`config.mk`:
```
export PLATFORM = sky130hd
export DESIGN_NAME = databus_wsctl
export DESIGN_NICKNAME = d
export VERILOG_FILES = /design/src/rtl/databus_wsctl.sv
export SDC_FILE = /design/constraint.sdc
export NUM_CORES = 1
export LEC_CHECK = 0
export CORE_ASPECT_RATIO = 2
export CORE_MARGIN = 2
export CORE_UTILIZATION = 47
export CTS_BUF_LIST = sky130_fd_sc_hd__clkbuf_8
export DETAILED_ROUTE_END_ITERATION = 10
export PLACE_DENSITY = 0.87
export SETUP_SLACK_MARGIN = 0.5
export SLEW_MARGIN = 20
export SYNTH_ARGS = -nofsm -noshare
export SYNTH_HDL_FRONTEND = slang
export SYNTH_SLANG_ARGS = --single-unit
export TNS_END_PERCENT = 1
```
`constraint.sdc`:
```
create_clock -name clk4 -period 2.7 [get_ports clk4]
set_input_delay 0.54 -clock clk4 [delete_from_list [all_inputs] [get_ports clk4]]
set_output_delay 0.54 -clock clk4 [all_outputs]
set_load 0.05 [all_outputs]
```
`src/rtl/databus_wsctl.sv`:
```
// databus_wsctl: IBUS/DB bus-cycle controller with write strobe, wait states and timeout guard
module databus_wsctl #(
  parameter int WIDTH   = 16,
  parameter int WSW     = 3,
  parameter int MAXWAIT = 15
) (
  input  logic             clk4,
  input  logic             nreset,
  input  logic             nmem,
  input  logic             nio,
  input  logic             nr,
  input  logic             nwen,
  input  logic             nws,
  input  logic [WSW-1:0]   ws_prog,
  input  logic [WIDTH-1:0] ibus_in,
  output logic [WIDTH-1:0] ibus_out,
  output logic             ibus_oe,
  input  logic [WIDTH-1:0] db_in,
  output logic [WIDTH-1:0] db_out,
  output logic             db_oe,
  output logic             nw,
  output logic             busy,
  output logic             ack,
  output logic             timeout
);
  localparam int CW = ($clog2(MAXWAIT + 1) > WSW ? $clog2(MAXWAIT + 1) : WSW) + 1;
  typedef enum logic [2:0] {IDLE, SETUP, WAIT, STROBE, HOLD} state_t;
  state_t state, nxt;
  logic is_wr, armed;
  logic [CW-1:0] cnt;
  logic req, wr_req, accept, wait_done, to_hit;
  assign req       = (!nmem || !nio) && (!nr || !nwen);
  assign wr_req    = !nr && !nwen;
  assign accept    = state == IDLE && armed && req;
  assign wait_done = (cnt + CW'(1) >= CW'(ws_prog)) && nws;
  assign to_hit    = state == WAIT && !wait_done && cnt == CW'(MAXWAIT - 1);
  always_ff @(posedge clk4)
    if (!nreset) state <= IDLE;
    else state <= nxt;
  always_comb begin
    nxt = IDLE;
    case (state)
      IDLE:    nxt = accept ? SETUP : IDLE;
      SETUP:   nxt = (ws_prog != '0 || !nws) ? WAIT : STROBE;
      WAIT:    nxt = wait_done ? STROBE : to_hit ? HOLD : WAIT;
      STROBE:  nxt = HOLD;
      default: nxt = IDLE;
    endcase
  end
  always_comb begin
    busy    = state != IDLE;
    ack     = state == HOLD;
    nw      = !(state == STROBE && is_wr);
    db_oe   = busy && is_wr;
    ibus_oe = ack && !is_wr;
  end
  // armed re-arms only once both request lines are idle, so a held request
  // produces a single bus cycle
  always_ff @(posedge clk4)
    if (!nreset) begin
      is_wr    <= 1'b0;
      armed    <= 1'b1;
      cnt      <= '0;
      timeout  <= 1'b0;
      ibus_out <= '0;
      db_out   <= '0;
    end else begin
      armed <= accept ? 1'b0 : (nmem && nio) ? 1'b1 : armed;
      cnt   <= state == WAIT ? cnt + CW'(1) : '0;
      if (accept) begin
        is_wr   <= wr_req;
        timeout <= 1'b0;
        if (wr_req) db_out <= ibus_in;
      end
      if (to_hit) timeout <= 1'b1;
      if (state == STROBE && !is_wr) ibus_out <= db_in;
    end
endmodule

```
==> impl_metrics.py, run 1 <==
metrics = {
    "final_layout": {
        "finalInstanceArea_mm2": 0.00279,
        "fillCellCount": 325,
        "final_util_pct": 71.9,
        "drive_above_1_share_pct": 5.76,
        "n_antenna_cell": 0,
        "seqCellArea_um2": 861,
        "syn2layout_area_growth_pct": 47.0,
        "nets": 324,
        "multiInputGateArea_um2": 941,
    },
    "drt": {
        "vias_per_cell": 4.99,
        "vias": 1642,
        "wirelength_um": 4540,
        "wl_per_cell_um": 13.8,
        "drtAntennaViolNets": 0,
        "dr.pass1.iters": 4,
        "route.detailed.drc": 0,
        "drtIter0Drc": 17,
    },
    "synth": {
        "muxShareOfSynthArea_pct": 8.43,
        "synth.distinct_cells": 38,
        "ys_seq_area_share_pct": 45.3,
        "syn_nets": 246,
        "synth-main-ff-cell": "dfxtp_1",
        "yosys.area_share.simple_pct": 24.4,
        "synth-edff-count": 0,
        "yosysWarnings": 0,
        "post_synth_xor_area_fraction_pct": 1.38,
        "synth-compound-area-share_pct": 11.3,
        "synth_top_family_by_area": "simple AND/OR/NAND/NOR gates",
        "yosys.area_share.adder_pct": 3.29,
        "ys_seq_elements": 43,
        "synth_area_mm2": 0.00190,
        "synth_cells": 199,
        "syn_area_per_cell_um2": 9.54,
        "postSynth.asyncResetShare_pct": 0,
    },
    "clock_tree": {
        "cts_resized": 3,
        "clockBufferDepth": 2,
        "postCtsSetupBuffers": 0,
        "clock-root-buffer": "clkbuf_8",
        "clk_latency_ns": 0.29,
        "cts_tree": "yes",
        "cts_sinks": 43,
        "clk_pin_slew_ns": 0.08,
        "cts_made_buffers": 5,
        "cts_hold_buf": 0,
        "htree_levels": 2,
    },
    "grt": {
        "grt.total_usage_pct": 20.9,
        "grt_pass1_vias": 1560,
        "grt_max_degree": 36,
        "grt_pass1_wl_um": 7330,
        "gr-total-overflow": 0,
        "antenna_found_initial": 0,
    },
    "die": {
        "dieHeight_um": 93.9,
        "coreArea_mm2": 0.00388,
        "dieArea_mm2": 0.00460,
        "initial_core_util_pct": 48.9,
        "ios": 80,
        "die_w_um": 49.0,
        "rows": 32,
    },
    "power_and_ir_drop": {
        "p_total_mw": 1.39,
        "comb_power_share_pct": 19.9,
        "switching_share_pct": 26.6,
        "p_sw_mw": 0.369,
        "internal-power_mw": 1.02,
        "seq_power_share_pct": 49.1,
        "powerDensity_mw_per_mm2": 497,
        "p_leak_nw": 1.16,
        "ir_worst_vdd_v": 0.000411,
        "pwr-share-clk_pct": 31.0,
    },
    "worst_setup_path": {
        "path_class": "reg2out",
        "reg2reg_slack_ns": 0.87,
        "path_max_fanout": 5,
        "timing.rr.start": "cnt[0]$_SDFF_PN0_",
        "reg2regPathDepth": 7,
        "cp_data_arrival_time_ns": 1.84,
        "startpoint_type": "flop",
        "endpoint_kind": "primary output",
        "required_ns": 2.16,
        "reg2reg_to": "timeout$_SDFFE_PN0P_",
    },
    "sta": {
        "fin_ws_ns": 0.320,
        "hold_violations": 0,
        "worst_pin_slew_ns": 0.540,
        "relSlewSlack_pct": 63.9,
        "drv_slew": 0,
        "rsz0062_at_grt": "yes",
        "skew_ns": 0.00790,
        "post-route-period-util_pct": 88.2,
        "min_period_ns": 2.38,
        "tns_ns": 0,
        "setup_violations": 0,
        "fmax_mhz": 420,
    },
    "run_status": {
        "outcome": "complete, no violations",
    },
    "hold_path": {
        "hold_end": "ibus_out[13]$_SDFFE_PN0P_",
        "hold_path_class": "reg2reg",
        "holdPathStages": 2,
        "hold_start": "ibus_out[13]$_SDFFE_PN0P_",
    },
    "flow_run": {
        "maxCapViolations": 0,
    },
    "place": {
        "placed_area_mm2": 0.00269,
        "place_congestion": 0.833,
        "portBuffers": 79,
        "dp_slack_ns": 0.459,
        "dp.final_hpwl_um": 3530,
    },
}
cell usage after synthesis (all sizes together) (2+ instances only):
library cell | count | share of area [%]
buf | 7 | 4.1
nor2 | 4 | 0.79
mux2i | 16 | 8.4
nor2b | 22 | 7.6
o21ai | 2 | 0.53
a21oi | 2 | 0.53
nor3b | 2 | 0.79
nor3 | 2 | 1.1
ha | 5 | 3.3
nand3 | 7 | 2.1
o31a | 2 | 0.92
dfxtp | 43 | 45
o311a | 2 | 1.1
xnor2 | 2 | 0.92
nand2 | 41 | 8.1
a21boi | 18 | 7.1
clkbuf | 3 | 0.59
inv | 6 | 1.2
state kept, by name (all words and copies together), names as in the netlist:
name,cells
ibus_out,16
is_wr,1
timeout,1
state,3
cnt,5
armed,1
db_out,16
worst max-delay path by stage:
stage | cells after the start | to | startpoint | slack [ns]
2_1_floorplan | 2 | ibus_oe | state[2]$_SDFF_PN0_ | 0.58
3_3_place_gp | 3 | db_oe | state[1]$_SDFF_PN0_ | 0.48
3_5_place_dp | 3 | db_oe | state[1]$_SDFF_PN0_ | 0.46
4_1_cts | 3 | busy | state[1]$_SDFF_PN0_ | 0.28
5_1_grt | 2 | ack | state[2]$_SDFF_PN0_ | 0.26
6_report | 2 | ack | state[2]$_SDFF_PN0_ | 0.32
through the flow:
stage | cells | hold slack, ns
after floorplan | 199 | 0.433
after global placement | 321 | 0.442
after detailed placement | 321 | 0.444
after CTS | 329 | 0.457
after global routing | 329 | 0.473
final | 329 | 0.457
logic make-up after synthesis:
| logic type | count (synthesis) |
|---|---|
| xor+xnor | 3 |
| simple gates | 87 |
| fa+ha+maj | 5 |
| mux | 16 |
| flops | 43 |
| buf+inv | 16 |
| compound gates | 29 |
power groups by stage:
stage | Combinational [mW] | Sequential, mW | Clock [mW]
floorplan | 0.128 | 0.738 | 0
global placement | 0.275 | 0.694 | 0
detailed placement | 0.278 | 0.696 | 0
CTS | 0.279 | 0.681 | 0.448
global route | 0.295 | 0.685 | 0.470
finish | 0.276 | 0.681 | 0.431
cell type report:
| cell class | count | area share, % |
|---|---|---|
| inverter | 6 | 0.806 |
| sequential | 43 | 30.8 |
| clock inverter | 1 | 0.134 |
| tap | 51 | 2.28 |
| clock buffer | 7 | 3.45 |
| multi-input combinational | 140 | 33.7 |
| timing repair buffer | 81 | 28.8 |
layer usage:
metal,GRT usage (%),up-vias,wire [um]
met5,0,-,0
met4,13.1,0,165
met3,3.66,14,154
met2,39.0,53,2520
met1,20.8,756,1700
li1,-,819,-
critical path: stages, from the launching register on:
cell	delay [ns]
dfxtp_1	0.49
nor3b_4	0.24
clkdlybuf4s50_1	0.82
placed cells by master (no fill, tap or decap), types with 2 or more instances in the layout:
cell             count
clkdlybuf4s50_1     75
nand3_1              6
a21oi_1              2
nor2_1               4
inv_1                7
buf_4                2
ha_1                 5
o31a_1               2
a21boi_0            14
dfxtp_1             43
dlygate4sd2_1        3
o21ai_0              2
xnor2_1              2
clkbuf_8             7
nand2_1             41
nor2b_1             20
mux2i_1             16
a21boi_1             4
o311a_1              2
(Power assumes the default switching activity.)
==> run 2: changes to the inputs <==
--- a/config.mk
+++ b/config.mk
@@ -6,7 +6,7 @@
 export NUM_CORES = 1
 export LEC_CHECK = 0
 export CORE_ASPECT_RATIO = 2
-export CORE_MARGIN = 2
+export CORE_MARGIN = 10
 export CORE_UTILIZATION = 47
 export CTS_BUF_LIST = sky130_fd_sc_hd__clkbuf_8
 export DETAILED_ROUTE_END_ITERATION = 10
==> run 2 against run 1 <==
Net effect:
- combinational power is essentially flat
- clock skew shrank 0.0025 ns
- clock-buffer cell count did not move
- worst hold slack got worse by 0.0047 ns
- sequential power about the same
- fmax is 0.88% lower
- worst setup slack worse by 0.021 ns
- largest cell class unchanged
- largest power group unchanged
- highest routed layer unchanged
==> impl_metrics.py, run 2 (same netlist as run 1, synthesis figures left out) <==
metrics = {
    "final_layout": {
        "layout_common_cells": "clkdlybuf4s50_1 (75), dfxtp_1 (43), nand2_1 (41)",
        "reg_top3": "db_out x16, ibus_out x16, cnt x5",
        "syn2layout_area_growth_pct": 47.0,
        "drive_above_1_share_pct": 5.76,
        "nets": 324,
        "n_antenna_cell": 0,
        "final_util_pct": 71.9,
        "final_common_cell": "clkdlybuf4s50_1",
        "fillCellCount": 308,
    },
    "sta": {
        "skew_ns": 0.00543,
        "fmax_mhz": 416,
        "relSlewSlack_pct": 64.3,
        "rsz0062_at_grt": "yes",
        "drv_slew": 0,
        "setup_violations": 0,
        "worst_pin_slew_ns": 0.534,
        "post-route-period-util_pct": 88.9,
        "tns_ns": 0,
        "min_period_ns": 2.40,
        "hold_violations": 0,
    },
    "hold_path": {
        "hold_path_class": "reg2reg",
    },
    "power_and_ir_drop": {
        "p_leak_nw": 1.16,
        "powerDensity_mw_per_mm2": 496,
        "ir_worst_vdd_v": 0.000375,
    },
    "grt": {
        "gr-total-overflow": 0,
        "grt_pass1_vias": 1676,
        "antenna_found_initial": 0,
        "use_met2_pct": 26.8,
        "use_met3_pct": 4.69,
        "grt_max_degree": 36,
        "grt_pass1_wl_um": 8110,
        "busiest_layer": "met2",
        "grt_util_met1_pct": 13.6,
        "grt.total_usage_pct": 14.2,
    },
    "worst_setup_path": {
        "startpoint_type": "flop",
        "required_ns": 2.16,
        "path_max_fanout": 5,
        "path_class": "reg2out",
        "endpoint_kind": "primary output",
        "cp_data_arrival_time_ns": 1.86,
    },
    "die": {
        "ios": 80,
        "rows": 32,
        "coreArea_mm2": 0.00388,
        "die_w_um": 65.0,
        "dieHeight_um": 110,
        "dieArea_mm2": 0.00714,
        "initial_core_util_pct": 48.9,
    },
    "drt": {
        "route.detailed.drc": 0,
        "wirelength_um": 5060,
        "vias_per_cell": 4.99,
        "drtAntennaViolNets": 0,
        "drtIter0Drc": 34,
        "dr.pass1.iters": 3,
        "vias": 1642,
        "wl_per_cell_um": 15.4,
    },
    "clock_tree": {
        "cts_tree": "yes",
        "postCtsSetupBuffers": 0,
        "clk_pin_slew_ns": 0.08,
        "cts_hold_buf": 0,
        "cts_made_buffers": 5,
        "clockBufferDepth": 2,
        "cts_sinks": 43,
        "clk_latency_ns": 0.28,
        "clock-root-buffer": "clkbuf_8",
        "htree_levels": 2,
    },
    "place": {
        "dp.final_hpwl_um": 4100,
        "place_congestion": 0.778,
        "portBuffers": 79,
    },
    "run_status": {
        "outcome": "complete, no violations",
    },
    "flow_run": {
        "maxCapViolations": 0,
    },
}
==> run 2: cell counts in the layout (fill, tap and decap cells not counted) <==
No cell type changed its count.
==> run 2: metal layers <==
layer / share of wire [%] / routed length, um
met1: 36 / 1840
met2: 55 / 2780
met3: 6.1 / 307
met4: 2.6 / 129
met5: 0 / 0
==> run 2: layout make-up <==
cell class	instances	area [um^2]	share of cell area, %
Timing Repair Buffer	81	805	28.8
Sequential cell	43	861	30.8
Multi-Input combinational cell	140	941	33.7
Clock inverter	1	3.75	0.134
Inverter	6	22.5	0.806
Tap cell	51	63.8	2.28
Clock buffer	7	96.3	3.45
==> run 2: power breakdown <==
part	leakage, nW	internal, mW	switching, mW	total [mW]
Combinational	0.760	0.132	0.145	0.277
Clock	0.0557	0.230	0.197	0.426
Sequential	0.348	0.657	0.0248	0.682
Total	1.16	1.02	0.367	1.39
==> run 2: final timing paths <==
path	start	to	slack (ns)	cells after the start
worst min register to register	ibus_out[13]$_SDFFE_PN0P_	ibus_out[13]$_SDFFE_PN0P_	0.45	2
worst max-delay path	state[2]$_SDFF_PN0_	ack	0.30	2
worst min-delay path	ibus_out[13]$_SDFFE_PN0P_	ibus_out[13]$_SDFFE_PN0P_	0.45	2
worst max register to register	cnt[0]$_SDFF_PN0_	state[0]$_SDFF_PN0_	0.84	7
==> run 2: stage by stage <==
| stage | setup WS [ns] | std cells | instance area (um^2) | hold slack [ns] | total power [mW] |
|---|---|---|---|---|---|
| after floorplan | 0.577 | 199 | 1910 | 0.433 | 0.865 |
| after global placement | 0.482 | 321 | 2690 | 0.441 | 0.971 |
| after detailed placement | 0.425 | 321 | 2690 | 0.447 | 0.978 |
| after CTS | 0.267 | 329 | 2790 | 0.458 | 1.40 |
| after global routing | 0.220 | 329 | 2790 | 0.495 | 1.44 |
| final | 0.299 | 329 | 2790 | 0.452 | 1.39 |
==> run 2: timing repair <==
item | CTS | global route
pin swaps | 0 | 0
endpoints found under the setup margin | 5 | 5
hold endpoints to repair | 0 | 0
gates resized for setup | 3 | 1
==> run 2: critical path: stages (launching register included) <==
cell and delay (ns):
dfxtp_1 0.50, nor3b_4 0.25, clkdlybuf4s50_1 0.83
==> variant 1 (settings of run 2) <==
`WSW`: 3 -> 2.
--- a/src/rtl/databus_wsctl.sv
+++ b/src/rtl/databus_wsctl.sv
@@ -3,3 +3,3 @@
   parameter int WIDTH   = 16,
-  parameter int WSW     = 3,
+  parameter int WSW     = 2,
   parameter int MAXWAIT = 15
Interface: changed (resized ws_prog); port bits go from 80 to 79. The function was not compared with the original's and may differ.
==> variant 1 against run 2 <==
- fmax increased by 0.64%
- clock skew increased by 0.0056 ns
- setup slack improved by 0.015 ns
- synthesized area decreased by 5.6%
- sequential cell count unchanged
- clock power decreased by 9.9%
- cell area decreased by 3.8%
- wire length decreased by 5.6%
- total power decreased by 3.4%
==> variant 1: results (changes against run 2) <==
DR pass1 iterations=4 (+1); pin count of the biggest net entering global routing=21 (-42%); post-synth net total=230 (-6.5%); Max rail drop VDD=500 uV (+33%); Psw=0.370 mW (+0.86%); Layout fillers=289 (-6.2%); slowest stage delay, CP=0.72 ns (-0.11 ns); Yosys cell types=33 (-13%); synth top area cells=dfxtp_1 (48%), mux2i_1 (8.9%), nand2_1 (7.7%); DP HPWL=3860 um (-5.7%); status=finished, final reports clean; Port Buffer Count=78 (-1.3%); most frequent cells after synthesis=dfxtp_1 (43), nand2_1 (37), nor2b_1 (19); worst r2r path cells=5 (-2); Worst Path Max Fanout=9 (+4); met1 WL=1720 um (-6.6%); global-route wire length before repair=7840 um (-3.4%); placed inst area=2600 um2 (-3.3%); crit path DAT=1.85 ns; share of layout cells above drive strength 1=5.64% (-0.12 points); vias in the first global route=1608 (-4.1%); Highest Signal Layer=met4; clock skew=0.0110 ns (+0.00561 ns); Leak=0.991 nW (-15%); gp weighted congestion=0.730 (-6.2%); cts repair resizes=3 (unchanged); Total Routing Usage GR=14.3% (+0.083 points); Routed WL=4770 um (-5.6%); final net count=310 (-4.3%); Seq/Total Area, Yosys=48.0% (+2.7 points); Slew HR=64.0% (-0.25 points); DR WL met3=333 um (+8.5%); vias=1548 (-5.7%); metal2 WL=2660 um (-4.4%)
[variant 1: final cells by class]
cell class | instances | area [um2] | area share (%)
clock inverters | 3 | 16.3 | 0.605
clock buffers | 5 | 68.8 | 2.56
multi-input cells | 128 | 848 | 31.6
inverters | 4 | 15.0 | 0.559
well taps | 49 | 61.3 | 2.28
repair buffers | 83 | 817 | 30.4
flip-flops and latches | 43 | 861 | 32.0
[variant 1: kinds of logic after synthesis]
family          count (synthesis)  share of synthesized area [%]
compound gates                 24                           11.0
xor+xnor                        3                           1.47
fa+ha+maj                       4                           2.79
buf+inv                        14                           4.81
flops                          43                           48.0
mux                            16                           8.93
simple gates                   81                           23.0
[variant 1: final timing paths]
| path | startpoint | end | slack, ns |
|---|---|---|---|
| max | state[2]$_SDFF_PN0_ | busy | 0.31 |
| min | ibus_out[13]$_SDFFE_PN0P_ | ibus_out[13]$_SDFFE_PN0P_ | 0.46 |
| min reg2reg | ibus_out[13]$_SDFFE_PN0P_ | ibus_out[13]$_SDFFE_PN0P_ | 0.46 |
| max reg2reg | state[2]$_SDFF_PN0_ | db_out[10]$_SDFFE_PN0P_ | 0.99 |
[variant 1: power by group through the flow]
stage | sequential, mW | clock [mW] | combinational, mW
3_3_place_gp | 0.693 | 0 | 0.274
4_1_cts | 0.679 | 0.398 | 0.279
5_1_grt | 0.683 | 0.425 | 0.296
6_report | 0.679 | 0.384 | 0.275
3_5_place_dp | 0.694 | 0 | 0.278
2_1_floorplan | 0.743 | 0 | 0.110
[variant 1: per-layer routing]
metal / vias to the layer above / GRT usage, %
met1: 722 / 13.2
met3: 5 / 5.32
met2: 46 / 27.2
li1: 775 / -
met4: 0 / 5.66
met5: - / 0
[variant 1: through the flow]
stage	cells	setup WS (ns)	util (%)
global route	315	0.246	73.7
finish	315	0.314	73.7
global placement	307	0.462	71.4
detailed placement	307	0.384	71.4
floorplan	185	0.680	-
CTS	315	0.301	73.6
[variant 1: worst max-delay path: cells and delay by family (launching register included)]
family / cells / cell delay, ns
buf+inv: 1 / 0.72
simple gates: 1 / 0.41
flops: 1 / 0.42
==> variant 2 (flow settings as in run 2) <==
Without the edit above. Register the output `timeout` once more, without a reset; this adds one clock of latency there. The other outputs are not delayed to match. Comments in the files are not updated.
--- a/src/rtl/databus_wsctl.sv
+++ b/src/rtl/databus_wsctl.sv
@@ -27,2 +27,4 @@
   typedef enum logic [2:0] {IDLE, SETUP, WAIT, STROBE, HOLD} state_t;
+
+  logic timeout_s0;
   state_t state, nxt;
@@ -63,3 +65,3 @@
       cnt      <= '0;
-      timeout  <= 1'b0;
+      timeout_s0 <= 1'b0;
       ibus_out <= '0;
@@ -71,8 +73,12 @@
         is_wr   <= wr_req;
-        timeout <= 1'b0;
+        timeout_s0 <= 1'b0;
         if (wr_req) db_out <= ibus_in;
       end
-      if (to_hit) timeout <= 1'b1;
+      if (to_hit) timeout_s0 <= 1'b1;
       if (state == STROBE && !is_wr) ibus_out <= db_in;
     end
+  always_ff @(posedge clk4) begin
+    timeout <= timeout_s0;
+  end
+
 endmodule
Formal check against the unedited RTL: same outputs for any inputs over 10 cycles, from zero or initial values and one cycle with nreset low; that may be too few to reach the edited logic, so the function may still have changed.
==> variant 2 against run 2 <==
- synthesized area grew 1.1%
- sequential cell count grew 1
- setup slack gained 0.11 ns
- final cell count grew 0.30%
- fmax grew 4.7%
- wire length grew 0.93%
- largest power group unchanged
- cell area grew 0.94%
- count of clock-buffer cells in the layout shrank 2
- die area grew 0.79%
- total power grew 4.9%
- synthesized cell count grew 0.50%
==> variant 2: results (changes against run 2) <==
DR pass1 iterations=4 (+1); clk cell area share=3.82% (+0.23 points); Seq/Total Area, Yosys=45.9% (+0.57 points); Routed WL=5110 um (+0.93%); Reg2Reg Launch Point=cnt[0]$_SDFF_PN0_; n_diodes=0 (unchanged); CP Class=flop to primary output; most frequent cells after synthesis=dfxtp_1 (44), nand2_1 (41), nor2b_1 (21); Non-CTS inverters=6 (unchanged); clk_lat worst skew=0.29 ns; gp weighted congestion=0.810 (+4.0%); Seq area share=31.2% (+0.42 points); fraction of area in multi-input gates=33.4% (-0.31 points); vias=1630 (-0.73%); DP Worst Slack=0.434 ns (+0.00944 ns); Slew HR=62.8% (-1.5 points); initial drt markers=47 (+38%); Max rail drop VDD=487 uV (+30%); hold path depth=0 (-2); Via density=4.94 (-1.0%); Yosys cell types=38 (unchanged); vias in the first global route=1741 (+3.9%); Post-Synth XOR/XNOR Area=1.37% (-0.014 points); Layout fillers=310 (+0.65%); clock skew=0.00517 ns (-0.000262 ns); Compound-Gate Fraction of Synth Area=11.2% (-0.12 points); mux share of post-synthesis cell area=8.34% (-0.088 points); CP startpoint=state[1]$_SDFF_PN0_; worst setup path endpoint=db_oe; DP HPWL=4160 um (+1.5%); Yosys reg bits=44 (+2.3%); worst r2r path cells=7 (unchanged); Hold Crit Endpoint=timeout$_DFF_P_; placed inst area=2710 um2 (+0.74%); final net count=325 (+0.31%); Leak=1.18 nW (+1.7%); global-route wire length before repair=8580 um (+5.8%); Total Routing Usage GR=15.2% (+0.94 points); Synth Area in Adders=3.26% (-0.034 points); Port Buffer Count=79 (unchanged); top cell category=multi-input gates; synth top area cells=dfxtp_1 (46%), mux2i_1 (8.3%), nand2_1 (8.0%); minimum clock period=2.29 ns (-0.108 ns); HP Start=timeout_s0$_SDFFE_PN0P_; signal buffers share of area=28.5% (-0.31 points); synthesized netlist cell count=200 (+0.50%); Worst Path Max Fanout=11 (+6); antenna violations before repair=0 (unchanged); Inst Count DP=322 (+0.31%); status=finished, final reports clean; #MultiIn Comb=140 (unchanged); post-synth net total=247 (+0.41%); share of layout cells above drive strength 1=5.73% (-0.021 points); final core utilization=72.6% (+0.68 points); crit path DAT=1.75 ns (-0.11 ns); hold_ws=0.359 ns (-0.0932 ns); number of clock buffers in the layout=5 (-2); biggest regs=db_out: 16 flops, ibus_out: 16 flops, cnt: 5 flops; FF-to-FF setup slack=0.90 ns (+0.06 ns)
==> variant 2: cell types whose count changed after synthesis, sizes merged <==
cell | run 2 | this run
dfxtp | 43 | 44
==> variant 2: critical path, stage by stage, from the launching register on <==
cell and delay [ns]:
dfxtp_1 0.60, nor3_4 0.12, and2b_1 0.21, dlygate4sd2_1 0.53
==> variant 2: report_power, final <==
part | internal, mW | switching [mW]
Clock | 0.271 | 0.211
Combinational | 0.130 | 0.146
Sequential | 0.672 | 0.0236
Total | 1.07 | 0.381
==> variant 2: per-layer routing <==
layer | GRT usage, % | wire, um
met1 | 14.8 | 1850
met3 | 4.45 | 251
met2 | 27.5 | 2790
met4 | 8.77 | 207
met5 | 0 | 0
==> variant 2: repair_timing <==
action                     CTS  global route
gates resized for setup      4             1
setup endpoints to repair    5             5
gates cloned                 0             0
hold endpoints to repair     0             0
